$ cat config.mk
export PLATFORM = sky130hd
export DESIGN_NAME = dpwm_multi
export DESIGN_NICKNAME = d
export VERILOG_FILES = /design/src/rtl/dpwm_pkg.sv /design/src/rtl/dpwm_channel.sv /design/src/rtl/dpwm_multi.sv
export SDC_FILE = /design/constraint.sdc
export NUM_CORES = 1
export LEC_CHECK = 0
export CAP_MARGIN = 30
export CORE_UTILIZATION = 43
export DETAILED_ROUTE_END_ITERATION = 8
export PLACE_DENSITY = 0.66
export SLEW_MARGIN = 15
export SYNTH_ARGS = -nofsm -noshare
export SYNTH_HDL_FRONTEND = slang
export SYNTH_SLANG_ARGS = --single-unit
$ cat constraint.sdc
create_clock -name f_in -period 3.09 [get_ports f_in]
set_input_delay 0.618 -clock f_in [delete_from_list [all_inputs] [get_ports f_in]]
set_output_delay 0.618 -clock f_in [all_outputs]
set_load 0.005 [all_outputs]
$ cat src/rtl/dpwm_pkg.sv
// -----------------------------------------------------------------------------
// dpwm_pkg
// Shared constants for the multi-channel DPWM.
//   MODE_EDGE / MODE_CENTER : encodings of the Mode input and the mode shadow.
//   DIR_UP / DIR_DOWN       : counter direction encodings.
//   dir_e                   : state type of the up/down counter FSM.
// -----------------------------------------------------------------------------
package dpwm_pkg;

   localparam logic MODE_EDGE   = 1'b0;
   localparam logic MODE_CENTER = 1'b1;

   localparam logic DIR_UP   = 1'b0;
   localparam logic DIR_DOWN = 1'b1;

   typedef enum logic {
      ST_UP   = DIR_UP,
      ST_DOWN = DIR_DOWN
   } dir_e;

endpackage

$ cat src/rtl/dpwm_channel.sv
// -----------------------------------------------------------------------------
// dpwm_channel
// One PWM output: a duty shadow register plus the registered compare.
// Ports:
//   f_in     in   clock, rising edge
//   rst      in   synchronous reset, active-high
//   load     in   copy duty_in into the duty shadow on this edge
//   en       in   run enable; output is forced low while clear
//   cnt      in   shared period counter, RES bits
//   duty_in  in   live duty word, RES bits
//   Signal_o out  registered PWM output
// -----------------------------------------------------------------------------
module dpwm_channel #(
   parameter int RES = 4
) (
   input  logic           f_in,
   input  logic           rst,
   input  logic           load,
   input  logic           en,
   input  logic [RES-1:0] cnt,
   input  logic [RES-1:0] duty_in,
   output logic           Signal_o
);

   logic [RES-1:0] r_duty_sh;
   logic           r_signal;

   // The compare uses the shadow as it was before this edge, so a duty word
   // loaded on the boundary edge first affects the cnt = 0 compare that
   // follows it, i.e. the whole new period and nothing of the old one.
   always_ff @(posedge f_in) begin
      if (rst) begin
         r_duty_sh <= '0;
         r_signal  <= 1'b0;
      end else begin
         if (load) begin
            r_duty_sh <= duty_in;
         end
         r_signal <= en & (cnt < r_duty_sh);
      end
   end

   assign Signal_o = r_signal;

endmodule

$ cat src/rtl/dpwm_multi.sv
// -----------------------------------------------------------------------------
// dpwm_multi
// Multi-channel digital PWM generator with a runtime period, per-channel duty,
// edge- or center-aligned counting and glitch-free (shadowed) updates that
// take effect only at period boundaries.
// Ports:
//   f_in      in   system clock, rising edge
//   rst       in   synchronous reset, active-high
//   En        in   run enable
//   Mode      in   0 = edge-aligned, 1 = center-aligned
//   Period    in   period length in counts, RES bits (0 behaves as 1)
//   Ref       in   packed duty words, channel i at Ref[i*RES +: RES]
//   Signal_o  out  registered PWM outputs, one per channel
//   Sync_o    out  registered one-cycle pulse on the first cycle of a period
// -----------------------------------------------------------------------------
module dpwm_multi
   import dpwm_pkg::*;
#(
   parameter int CH  = 2,
   parameter int RES = 4
) (
   input  logic              f_in,
   input  logic              rst,
   input  logic              En,
   input  logic              Mode,
   input  logic [RES-1:0]    Period,
   input  logic [CH*RES-1:0] Ref,
   output logic [CH-1:0]     Signal_o,
   output logic              Sync_o
);

   // Counter / direction state and period/mode shadows.
   logic [RES-1:0] r_cnt;
   logic [RES-1:0] w_cnt_next;
   dir_e           r_dir;
   dir_e           w_dir_next;
   logic [RES-1:0] r_period_sh;
   logic           r_mode_sh;
   logic           r_sync;

   // Boundary strobe: high on the edge that moves the counter to (UP, 0),
   // and on every edge while disabled so the shadows track the inputs.
   logic           w_load;

   // Last count value of the up ramp, P-1 with P = max(Period_sh, 1).
   // A shadowed period of 0 therefore shares the P = 1 behaviour.
   logic [RES-1:0] w_p_last;

   assign w_p_last = (r_period_sh == '0) ? '0 : (r_period_sh - 1'b1);

   // -------------------------------------------------------------------------
   // Counter FSM, state register
   // -------------------------------------------------------------------------
   always_ff @(posedge f_in) begin
      if (rst) begin
         r_cnt <= '0;
         r_dir <= ST_UP;
      end else begin
         r_cnt <= w_cnt_next;
         r_dir <= w_dir_next;
      end
   end

   // -------------------------------------------------------------------------
   // Counter FSM, next state
   // -------------------------------------------------------------------------
   always_comb begin
      w_cnt_next = r_cnt;
      w_dir_next = r_dir;
      w_load     = 1'b0;

      if (!En) begin
         // Idle: park at the start of a period, ready for the next run.
         w_cnt_next = '0;
         w_dir_next = ST_UP;
         w_load     = 1'b1;
      end else if (r_mode_sh == MODE_EDGE) begin
         // Saw-tooth. Direction is forced UP so that a switch from center
         // mode can never leave a stale DOWN behind. The >= keeps the wrap
         // safe even if cnt were ever above the current last value.
         w_dir_next = ST_UP;
         if (r_cnt >= w_p_last) begin
            w_cnt_next = '0;
            w_load     = 1'b1;
         end else begin
            w_cnt_next = r_cnt + 1'b1;
         end
      end else begin
         // Triangle. Both the peak (P-1) and the valley (0) are visited
         // twice, giving 2P cycles per period with a symmetric compare.
         case (r_dir)
            ST_UP: begin
               if (r_cnt >= w_p_last) begin
                  // Turn around and repeat the peak value once.
                  w_dir_next = ST_DOWN;
               end else begin
                  w_cnt_next = r_cnt + 1'b1;
               end
            end
            ST_DOWN: begin
               if (r_cnt == '0) begin
                  // Valley repeat doubles as the period boundary.
                  w_dir_next = ST_UP;
                  w_load     = 1'b1;
               end else begin
                  w_cnt_next = r_cnt - 1'b1;
               end
            end
            default: begin
               w_cnt_next = '0;
               w_dir_next = ST_UP;
            end
         endcase
      end
   end

   // -------------------------------------------------------------------------
   // Period / mode shadows and the sync pulse
   // -------------------------------------------------------------------------
   always_ff @(posedge f_in) begin
      if (rst) begin
         r_period_sh <= '0;
         r_mode_sh   <= MODE_EDGE;
         r_sync      <= 1'b0;
      end else begin
         if (w_load) begin
            r_period_sh <= Period;
            r_mode_sh   <= Mode;
         end
         // Registered alongside the channel compares so the pulse lines up
         // with the first compare cycle of each period.
         r_sync <= En & (r_dir == ST_UP) & (r_cnt == '0);
      end
   end

   assign Sync_o = r_sync;

   // -------------------------------------------------------------------------
   // Per-channel duty shadow and compare
   // -------------------------------------------------------------------------
   genvar gi;
   generate
      for (gi = 0; gi < CH; gi++) begin : g_ch
         dpwm_channel #(
            .RES (RES)
         ) u_ch (
            .f_in     (f_in),
            .rst      (rst),
            .load     (w_load),
            .en       (En),
            .cnt      (r_cnt),
            .duty_in  (Ref[gi*RES +: RES]),
            .Signal_o (Signal_o[gi])
         );
      end
   endgenerate

endmodule
==> run summary, run 1 <==
Outcome - finished clean
Global placer's final weighted congestion - 0.782
Share of cells above drive strength 1 - 5.33%
# DRC - 0
Area grow syn2layout - 15.4%
Rows - 19
CTS buffer count - 3
Worst setup EP type - flop
Yosys warnings - 0
Fin Clk Skew - 0.00604 ns
Syn Nets - 163
Worst vdd ir - 0.336 mV
Pin count of the biggest net entering global routing - 16
Hold crit path type - reg2reg
# H-tree levels - 1
RSZ-0062 raised after global routing - false
Post-synthesis register bit count - 21
Detailed placer's ending HPWL - 1.75 mm
I/O pin cnt - 19
Vias in the first global route - 929
Fmax - 0.393 GHz
Mapped cell area - 0.00123 sq mm
Final nets - 179
CTS tree - yes
Critical path peak fanout - 13
DP Area - 0.00139 sq mm
Grt total ovfl - 0
Diode count - 0
First-pass GRT wire length - 3.87 mm
Top sig layer - met4
Post-CTS sizing - 0
Vias/cell - 5.54
Hold Path Cell Cnt - 2
Vias - 1,002
Clk buf depth - 2
Core Box Area - 0.00273 sq mm
Die area - 0.00307 sq mm
Count of cell types in the netlist - 37
Register Area - 420 sq um
Leakage - 0.000614 uW
Final Cycle Share - 82.4%
Initial Utilization - 44.9%
Slew of the pin with the lowest slew margin - 0.583 ns
GRT Total Usage - 15.6%
Filler cells - 246
Data required, critical path - 3.28 ns
Synth Area per Inst - 9.08 sq um
Worst reg2reg path depth - 9
Top post-synthesis cells by area - dfxtp_1 34%, ha_1 12%, mux2i_1 11%
Setup tns final - 0 ns
Final ANT Viol Nets - 0
Endpoints failing setup - 0
First DRT Iteration DRCs - 30
Arr. time, crit path - 2.74 ns
Root Buffer - clkbuf_4
Postcts setup bufs - 0
Final min period - 2.55 ns
CTS hold repair buffers - 0
WL/cell - 12.6 um
Count of final max-slew check failures - 0
Slew margin rel. - 61.0%
Initial antenna violation count - 0
Routed wl met3 - 81 um
Reg clk slew, reported paths - 0.12 ns
Met1 Wirelength - 1.06 mm
Die X - 55.4 um
Max-cap violations - 0
WL met2 - 1.12 mm
Clock sink count - 21
Startpoint types - flop
Worst-Skew Late Latency - 0.30 ns
Final WL - 2.28 mm
Cell taking the most area after synthesis - dfxtp_1
WS Path Type - reg2reg
Final Hold Violating Endpoints - 0
Cells after Synth - 135
Worst hold slack - 0.510 ns
Buffers on Ports - 18
Design area - 0.00142 sq mm
Pwr dens - 499 mW/mm^2
Area fraction of the dominant cell type after synthesis - 34.3%
Seq/Total Area, Yosys - 34.3%
Die Y-Extent - 55.4 um
Area occupied by multi-input gates - 707 sq um
Drt pass-1 iters - 4
cells by family (layout without fill, tap and decap cells):
logic type	Yosys count	in the layout	share of synthesized area, %
fa+ha+maj	12	12	12.2
simple gates	42	42	17.1
flops	21	21	34.3
buf+inv	18	33	8.06
mux	13	13	10.6
xor+xnor	1	1	0.714
compound gates	28	28	16.9
metal layers:
layer	vias to the layer above	global-route usage [%]
met5	-	0
met4	0	5.36
met3	2	2.11
met2	26	26.5
met1	466	20.2
li1	508	-
worst paths after layout:
path | startpoint | end | slack (ns)
setup / recovery | r_period_sh[0] | g_ch[1].u_ch.r_duty_sh[3] | 0.54
hold / removal | g_ch[1].u_ch.r_duty_sh[0] | g_ch[1].u_ch.r_duty_sh[0] | 0.51
setup reg to reg | r_period_sh[0] | g_ch[1].u_ch.r_duty_sh[3] | 0.54
hold reg to reg | g_ch[1].u_ch.r_duty_sh[0] | g_ch[1].u_ch.r_duty_sh[0] | 0.51
final cells by class:
class	instances	share of cell area, %
multi-input combinational	96	50.0
sequential	21	29.7
timing repair buffer	18	12.7
inverter	11	2.92
tap	31	2.74
clock buffer	3	1.59
clock inverter	1	0.354
placed cells by master (no fill, tap or decap):
master           synthesis  layout
clkdlybuf4s50_1          0      18
nand3_1                  4       4
mux2i_1                 13      13
nor4b_1                  1       1
ha_1                    12      12
a41o_1                   1       1
a31oi_1                  2       2
nor2b_1                  2       2
a221oi_2                 1       1
nor3b_1                  2       2
o32ai_1                  1       1
dfxtp_1                 21      21
a211oi_1                 3       3
and3_1                   1       1
o21a_1                   1       1
o211ai_1                 1       1
inv_1                   11      11
nor3_1                   3       3
clkinv_2                 0       1
or2_2                    1       1
nand2_1                  4       4
nand2b_1                 3       3
a21o_1                   1       1
a32oi_1                  1       1
xnor2_1                  1       1
clkbuf_4                 0       3
o211ai_4                 1       1
a21oi_1                  6       6
o31ai_1                  1       1
o22ai_1                  1       1
nand4_1                  2       2
a22oi_1                  1       1
a21boi_0                 2       2
o21ai_0                  4       4
nor2_1                  18      18
nor3b_2                  1       1
cells in the mapped netlist, drive strengths merged:
cell	n
dfxtp	21
nor2	18
mux2i	13
ha	12
inv	11
a21oi	6
buf	4
nand2	4
nand3	4
o21ai	4
a211oi	3
clkbuf	3
nand2b	3
nor3	3
nor3b	3
a21boi	2
a31oi	2
nand4	2
nor2b	2
o211ai	2
a21o	1
a221oi	1
a22oi	1
a32oi	1
a41o	1
and3	1
nor4b	1
o21a	1
o22ai	1
o31ai	1
o32ai	1
or2	1
xnor2	1
power breakdown:
group	leakage [uW]	total (uW)	internal [uW]	switching, uW
Clock	0.0000177	135	48.2	86.7
Combinational	0.000423	239	116	123
Sequential	0.000173	332	301	31.4
Total	0.000614	706	465	241
state kept, by name, summed over array words and instances, names as in the netlist:
register and count:
r_period_sh 4, r_dir 1, r_mode_sh 1, Sync_o 1, g_ch.u_ch.Signal_o 2, g_ch.u_ch.r_duty_sh 8, r_cnt 4
stage by stage:
stage	setup WS, ns	cells	power, uW	util [%]
floorplan	0.847	135	542	-
CTS	0.513	181	714	51.8
global placement	0.604	177	570	50.8
finish	0.543	181	706	51.8
global route	0.310	181	756	51.8
detailed placement	0.526	177	579	50.8
critical path: stages (launching register included):
cell and delay (ns):
dfxtp_1 0.37, or2_2 0.32, nor3b_1 0.18, a21oi_1 0.06, ha_1 0.27, o211ai_1 0.07
o21a_1 0.30, o211ai_4 0.54, mux2i_1 0.27, nor2_1 0.05
Power figures use the tool's default switching activity.
==> run 2, diff against run 1 <==
--- a/config.mk
+++ b/config.mk
@@ -8,7 +8,7 @@
 export CAP_MARGIN = 30
 export CORE_UTILIZATION = 43
 export DETAILED_ROUTE_END_ITERATION = 8
-export PLACE_DENSITY = 0.66
+export PLACE_DENSITY = 0.69
 export SLEW_MARGIN = 15
 export SYNTH_ARGS = -nofsm -noshare
 export SYNTH_HDL_FRONTEND = slang
==> constraint.sdc (replaced) <==
create_clock -name f_in -period 2.1 [get_ports f_in]
set_input_delay 0.42 -clock f_in [delete_from_list [all_inputs] [get_ports f_in]]
set_output_delay 0.42 -clock f_in [all_outputs]
set_load 0.005 [all_outputs]
==> run 2 against run 1 <==
  * The run now ends with setup timing left
  * Sequential share of layout area down 2.5 points
  * Count of clock-buffer cells in the layout increased by 1
  * Combinational power grew 99%
==> run summary, run 2 (synthesized netlist as in run 1, its figures left out) <==
Outcome - complete, but fails checks
Failing checks - setup timing
Worst setup EP type - flop
First-pass GRT wire length - 4.26 mm
Register Area - 422 sq um
Reg-to-Reg Start - r_period_sh[0]
Fin Clk Skew - 0.00674 ns
Max-cap violations - 0
# DRC - 0
Share of cells above drive strength 1 - 14.4%
Cell Chain, Critical Path - or2_4 > nor3b_2 > a21oi_1 > ha_1 > o211ai_1 > o21a_1 > o211ai_4 > buf_12 > mux2i_1 > nor2_1
Leading cell types in the layout, fill and taps excluded - 20 x dfxtp_1, 18 x clkdlybuf4s50_1, 17 x nor2_1
Endpoints failing setup - 16
Final nets - 189
Core Box Area - 0.00273 sq mm
Final WS setup - -0.125 ns
Critical path's slowest cell - dfxtp_2
Leading registers by flop count - g_ch.u_ch.r_duty_sh (8), r_cnt (4), r_period_sh (4)
Setup tns final - -1.43 ns
Rows - 19
Final Cycle Share - 106%
Vias - 1,036
WL/cell - 13.1 um
Fmax - 0.449 GHz
Count of final max-slew check failures - 0
Leakage - 0.000676 uW
Most common cell after layout, fill and taps aside - dfxtp_1
Pin count of the biggest net entering global routing - 15
Initial Utilization - 44.9%
Final Hold Violating Endpoints - 0
I/O pin cnt - 19
Hold crit path type - reg2reg
Slowest cell delay on critical path - 0.34 ns
Clk buf depth - 2
Worst vdd ir - 0.508 mV
Startpoint types - flop
Reg clk slew, reported paths - 0.13 ns
WS Path Type - reg2reg
# H-tree levels - 1
Area grow syn2layout - 26.2%
Detailed placer's ending HPWL - 2.03 mm
Design Power - 1160 uW
Worst-Skew Late Latency - 0.30 ns
Area occupied by multi-input gates - 739 sq um
Arr. time, crit path - 2.43 ns
CTS buffer count - 3
Slew of the pin with the lowest slew margin - 0.540 ns
Critical path peak fanout - 8
CP bufs+invs - 1
Biggest register - g_ch.u_ch.r_duty_sh
Initial antenna violation count - 0
Final WL - 2.50 mm
Vias/cell - 5.42
Slew margin rel. - 64.0%
Drt pass-1 iters - 4
Data required, critical path - 2.30 ns
RSZ-0062 raised after global routing - true
CTS hold repair buffers - 0
Worst Setup SP - r_period_sh[0]
Grt total ovfl - 0
Postcts setup bufs - 0
Buffers on Ports - 18
Die Y-Extent - 55.4 um
Crit-path leading delay family - compound AO/OA/AOI/OAI gates
Vias in the first global route - 1,013
Die X - 55.4 um
Filler cells - 241
Max reg flops - 8
Diode count - 0
Die area - 0.00307 sq mm
Hold path start - g_ch[0].u_ch.r_duty_sh[2]
First DRT Iteration DRCs - 12
Clock sink count - 21
Global placer's final weighted congestion - 0.876
Root Buffer - clkbuf_4
Pwr dens - 753 mW/mm^2
CTS tree - yes
GRT Total Usage - 17.1%
Final min period - 2.23 ns
Final ANT Viol Nets - 0
==> run 2: changes by cell type in the layout (fill, tap and decap cells not counted), sizes merged <==
cell / previous run / this run
clkbuf: 3 / 4
buf: 0 / 10
clkinv: 1 / 0
==> run 2: stage by stage <==
step | cells | cell area (sq um) | hold slack, ns | setup WS, ns | util [%]
6_report | 191 | 1550 | 0.511 | -0.125 | 56.6
3_5_place_dp | 187 | 1500 | 0.481 | -0.136 | 54.7
3_3_place_gp | 187 | 1500 | 0.478 | -0.0543 | 54.7
2_1_floorplan | 135 | 1230 | 0.454 | -0.0763 | -
4_1_cts | 191 | 1530 | 0.512 | -0.144 | 56.1
5_1_grt | 191 | 1550 | 0.562 | -0.215 | 56.6
==> run 2: final timing paths <==
| path | cells past startpoint | to | slack (ns) |
|---|---|---|---|
| worst min-delay path | 2 | g_ch[0].u_ch.r_duty_sh[2] | 0.51 |
| worst max-delay path | 10 | g_ch[0].u_ch.r_duty_sh[0] | -0.13 |
| worst max register to register | 10 | g_ch[0].u_ch.r_duty_sh[0] | -0.13 |
| worst min register to register | 2 | g_ch[0].u_ch.r_duty_sh[2] | 0.51 |
==> run 2: layout make-up <==
cell class	instances	share of cell area (%)
clock buffer	4	1.70
inverter	11	2.67
tap	31	2.51
sequential	21	27.2
timing repair buffer	28	18.1
multi-input combinational	96	47.8
==> run 2: power breakdown <==
part / internal (uW) / switching (uW) / leakage, uW
clock: 73.9 / 125 / 0.0000150
sequential: 443 / 47.0 / 0.000173
combinational: 256 / 220 / 0.000487
total: 773 / 392 / 0.000676
==> run 2: worst reg2reg max path, stage by stage (launching register included) <==
cell      delay, ns
dfxtp_2        0.34
or2_4          0.26
nor3b_2        0.19
a21oi_1        0.07
ha_1           0.29
o211ai_1       0.10
o21a_1         0.23
o211ai_4       0.24
buf_12         0.17
mux2i_1        0.20
nor2_1         0.05
==> run 2: metal layers <==
layer / vias up / global-route usage [%] / share of wire (%)
met5: - / 0 / 0
met4: 0 / 6.07 / 0.80
met3: 2 / 2.81 / 2.8
met2: 18 / 31.7 / 51
met1: 487 / 19.5 / 46
li1: 529 / - / -
==> run 2: timing repair <==
action	in CTS	in global routing
pin swaps	4	1
setup endpoints to repair	16	17
resized for setup	4	4
